--- config.mk ---
export PLATFORM = sky130hd
export DESIGN_NAME = ccc_lock_reset_sequencer
export DESIGN_NICKNAME = d
export VERILOG_FILES = /design/src/rtl/ccc_lock_reset_sequencer.sv
export SDC_FILE = /design/constraint.sdc
export NUM_CORES = 1
export LEC_CHECK = 0
export ABC_AREA = 1
export CAP_MARGIN = 20
export CORE_UTILIZATION = 38
export DETAILED_ROUTE_END_ITERATION = 12
export PLACE_DENSITY = 0.68
export SETUP_SLACK_MARGIN = 0.3
export SYNTH_ARGS = -nofsm -noshare
export SYNTH_HDL_FRONTEND = slang
export SYNTH_SLANG_ARGS = --single-unit
--- constraint.sdc ---
create_clock -name FAB_CLK -period 1.67 [get_ports FAB_CLK]
set_input_delay 0.501 -clock FAB_CLK [delete_from_list [all_inputs] [get_ports FAB_CLK]]
set_output_delay 0.501 -clock FAB_CLK [all_outputs]
set_load 0.03 [all_outputs]
--- src/rtl/ccc_lock_reset_sequencer.sv ---
// Lock-qualified, staged reset release for fabric logic clocked by a CCC output.
// FAB_LOCK is synchronized, filtered for LOCK_FILTER_CYCLES, and then the three
// reset stages release in order, STAGE_GAP_CYCLES apart. Any loss of lock
// (or FAB_RESET) slams all stages back into reset on one edge.
module ccc_lock_reset_sequencer #(
  parameter int LOCK_FILTER_CYCLES = 1024,
  parameter int STAGE_GAP_CYCLES   = 16
) (
  input  logic       FAB_CLK,
  input  logic       FAB_RESET,
  input  logic       FAB_LOCK,
  output logic [2:0] RST_OUT,
  output logic       READY,
  output logic [7:0] LOSS_CNT,
  output logic [1:0] STATE
);

  typedef enum logic [1:0] {
    IDLE    = 2'd0,
    FILTER  = 2'd1,
    RELEASE = 2'd2,
    RUN     = 2'd3
  } state_t;

  localparam logic [15:0] FILT_LAST = 16'(LOCK_FILTER_CYCLES - 1);
  localparam logic [15:0] GAP_LAST  = 16'(STAGE_GAP_CYCLES - 1);

  state_t      state_q, state_d;
  logic [15:0] cnt_q, cnt_d;
  logic [2:0]  rst_q, rst_d;
  logic        ready_q, ready_d;
  logic [7:0]  loss_q, loss_d;
  logic        sync1_q, sync2_q;
  logic        lock_s;

  // Saturating loss counter step: holds at 255 instead of wrapping.
  function automatic logic [7:0] sat_inc8(input logic [7:0] v);
    return (v == 8'hFF) ? v : v + 8'd1;
  endfunction

  assign lock_s = sync2_q;

  // Two-flop synchronizer for the asynchronous PLL lock indication.
  always_ff @(posedge FAB_CLK or posedge FAB_RESET) begin
    if (FAB_RESET) begin
      sync1_q <= 1'b0;
      sync2_q <= 1'b0;
    end else begin
      sync1_q <= FAB_LOCK;
      sync2_q <= sync1_q;
    end
  end

  // State, counter and registered outputs; reset forces everything into reset asynchronously.
  always_ff @(posedge FAB_CLK or posedge FAB_RESET) begin
    if (FAB_RESET) begin
      state_q <= IDLE;
      cnt_q   <= 16'd0;
      rst_q   <= 3'b111;
      ready_q <= 1'b0;
      loss_q  <= 8'd0;
    end else begin
      state_q <= state_d;
      cnt_q   <= cnt_d;
      rst_q   <= rst_d;
      ready_q <= ready_d;
      loss_q  <= loss_d;
    end
  end

  // Next-state logic; output values are computed here so they land on the same
  // edge as the state change, keeping every output a plain register.
  always_comb begin
    state_d = state_q;
    cnt_d   = cnt_q;
    rst_d   = rst_q;
    ready_d = ready_q;
    loss_d  = loss_q;
    unique case (state_q)
      IDLE: begin
        rst_d   = 3'b111;
        ready_d = 1'b0;
        cnt_d   = 16'd0;
        if (lock_s) state_d = FILTER;
      end
      FILTER: begin
        if (!lock_s) begin
          state_d = IDLE;
          cnt_d   = 16'd0;
        end else if (cnt_q == FILT_LAST) begin
          state_d = RELEASE;
          cnt_d   = 16'd0;
          rst_d   = 3'b110;
        end else begin
          cnt_d = cnt_q + 16'd1;
        end
      end
      RELEASE, RUN: begin
        if (!lock_s) begin
          // Lock lost after release started: all stages back into reset together.
          state_d = IDLE;
          cnt_d   = 16'd0;
          rst_d   = 3'b111;
          ready_d = 1'b0;
          loss_d  = sat_inc8(loss_q);
        end else if (state_q == RELEASE) begin
          if (cnt_q == GAP_LAST) begin
            cnt_d = 16'd0;
            if (rst_q[1]) begin
              rst_d = 3'b100;
            end else begin
              rst_d   = 3'b000;
              ready_d = 1'b1;
              state_d = RUN;
            end
          end else begin
            cnt_d = cnt_q + 16'd1;
          end
        end
      end
      default: state_d = IDLE;
    endcase
  end

  assign RST_OUT  = rst_q;
  assign READY    = ready_q;
  assign LOSS_CNT = loss_q;
  assign STATE    = state_q;

endmodule

==> results.ini <==
[finish]
syn_to_final_growth_pct=44.6
stdcell_count=385
register_area_um2=818
fin_area_um2=2770
final_common_cell=nand2_1
multi_input_area_um2=1170
diodes=0
drive_above_1_share_pct=42.5
fillers=410
most-common-layout-cells=nand2_1, buf_4, inv_1, nor2_1, dfrtp_1
final_net_count=322

[hold_path]
hold_start=sync1_q$_DFF_PP0_
holdCritPathClass=register to register
hold_end=lock_s$_DFF_PP0_
hold_depth=0

[detailed_routing]
viasPerCell=4.66
wl_met2_um=2370
initialDrtViolationCount=89
first_pass_iters=4
detail-route-antenna-nets=0
wl_met3_um=132
vias=1795
wl_met1_um=2100
routedWlPerCell_um=12.1
top_layer=met4
routed_wl_um=4670
drc=0

[grt]
gr-total-overflow=0
grt_pass1_wl_um=7710
grt_pass1_vias=1702
grt_start_max_net_pins=33
antenna_found_initial=0
grt_use_total_pct=18.8

[placement]
portBuffers=16
dp_hpwl_um=2890
finalWeightedCongestion=0.870
place_ws_ns=0.110
dp.cells=348
place_area_um2=2240

[cts]
clk_latency_ns=0.29
cts_buffer_depth=2
numCtsBuffers=5
clkTransAtPathRegs_ns=0.07
ctsHtreeMaxLevel=2
clock-sinks=32
cts_root_buf=clkbuf_8
cts_tree=built
cts_hold_buf=0

[sta]
max_freq_mhz=681
skew_ns=0.00795
setup_tns_ns=0
setup_violations=0
final-hold-violation-count=0
final.period_utilization_pct=87.9
finalCriticalPeriod_ns=1.47
fin_ws_ns=0.202
worst_pin_slew_ns=0.259
grt_setup_unrepaired=true
drv_slew=0
maxSlewHeadroom_pct=82.7

[floorplan]
initial_core_util_pct=40.0
pin_count=17
num_rows=25
chipWidth_um=73.0
fp.dieH_um=73.0
die_area_um2=5330
core_area_um2=4790

[logic_synthesis]
yosysWarnings=0
syn_inst=261
synthArstFlopShare_pct=100
syn_area_um2=1910
synthesis.nets=266
synth-edff-count=0
synth_top_flop_cell=dfrtp_1
ys_ff_latch=32
syn_area_per_cell_um2=7.33
yosys.cell_types.count=28
synth_seq_area_share_pct=42.0

[critical_path]
crit_chain=ha_4 -> nand3_4 -> nor2_4 -> nand2_4 -> o21ai_4 -> nand2_2 -> nand2_1 -> nand2_1
cp-start-kind=register
max_stage_delay_ns=0.40
critPathMaxFanout=6
crit_buf_inv=0
required_ns=1.84
slowest_stage=dfrtp_1
path_class=register to register
worst_path_most_repeated_cell=nand2_1
critical_path.top_delay_family=simple AND/OR/NAND/NOR gates
regToRegSetupSlack_ns=0.20
endpoint_kind=register
reg2regPathDepth=8
timing.rr.end=STATE[0]$_DFFE_PP0P_
arrival_ns=1.64
r2r-start=cnt_q[1]$_DFFE_PP0P_

[pwr]
ir_drop_mv=0.993
p_per_area_nw_per_um2=1190
p_leak_uw=0.00137
power_uw=3290

[job]
max_cap_viol_count=0

[outcome]
status=complete, no violations

## flip-flops by register name, indices dropped and copies added, names as in the netlist
signal,cells
cnt_q,16
LOSS_CNT,8
RST_OUT,3
STATE,2
READY,1
lock_s,1
sync1_q,1
## what timing repair did
item                                    CTS  global route
endpoints found under the setup margin   36            42
pin swaps                                 9            14
buffers inserted                         18            11
resized for setup                        93            41
## cells in the mapped netlist, types with 2 or more instances
| cell type | instances | area (um^2) |
|---|---|---|
| dfstp_2 | 3 | 78.8 |
| nand2_2 | 7 | 43.8 |
| nand3b_1 | 3 | 22.5 |
| a21oi_1 | 3 | 15.0 |
| o21ai_0 | 2 | 10.0 |
| nand3_2 | 2 | 20.0 |
| o21ai_2 | 8 | 70.1 |
| dfrtp_1 | 29 | 726 |
| nor2_1 | 37 | 139 |
| ha_1 | 2 | 25.0 |
| nor3_1 | 4 | 20.0 |
| nand2_1 | 80 | 300 |
| xor2_1 | 12 | 105 |
| nand3_1 | 19 | 95.1 |
| o22ai_1 | 2 | 12.5 |
| nor2_2 | 2 | 12.5 |
| inv_1 | 34 | 128 |
| inv_2 | 2 | 7.51 |
## worst max-delay path by stage
| stage | slack [ns] | end | depth (start not counted) | start |
|---|---|---|---|---|
| 2_1_floorplan | 0.24 | cnt_q[0]$_DFFE_PP0P_ | 8 | cnt_q[0]$_DFFE_PP0P_ |
| 3_3_place_gp | 0.11 | LOSS_CNT[0] | 1 | LOSS_CNT[0]$_DFFE_PP0P_ |
| 3_5_place_dp | 0.11 | LOSS_CNT[1] | 1 | LOSS_CNT[1]$_DFFE_PP0P_ |
| 4_1_cts | 0.20 | RST_OUT[0] | 1 | RST_OUT[0]$_DFFE_PP1P_ |
| 5_1_grt | 0.11 | STATE[0]$_DFFE_PP0P_ | 8 | cnt_q[1]$_DFFE_PP0P_ |
| 6_report | 0.20 | STATE[0]$_DFFE_PP0P_ | 8 | cnt_q[1]$_DFFE_PP0P_ |
## where the power goes
part	switching (uW)	internal, uW	total, uW
combinational	908	640	1550
clock	291	376	667
sequential	136	941	1080
## final cells by class
class	count	area share [%]
clock buffers	8	3.62
inverters	36	4.97
multi-input cells	191	42.2
flip-flops and latches	32	29.6
well taps	67	3.03
repair buffers	51	16.6
## stage by stage
stage	hold WS [ns]	utilization [%]
2_1_floorplan	0.331	-
3_3_place_gp	0.334	46.9
3_5_place_dp	0.337	46.9
4_1_cts	0.354	53.6
5_1_grt	0.360	57.8
6_report	0.351	57.8
## metal layers
layer	up-vias	track usage (%)
met1	844	24.2
met4	0	7.19
met3	7	3.45
met5	-	0
li1	920	-
met2	24	31.6
## logic make-up after synthesis
family / synth area share (%)
buf+inv: 7.91
flops: 42.0
compound gates: 7.91
simple gates: 35.4
xor+xnor: 5.49
fa+ha+maj: 1.31
Power figures use the tool's default switching activity.
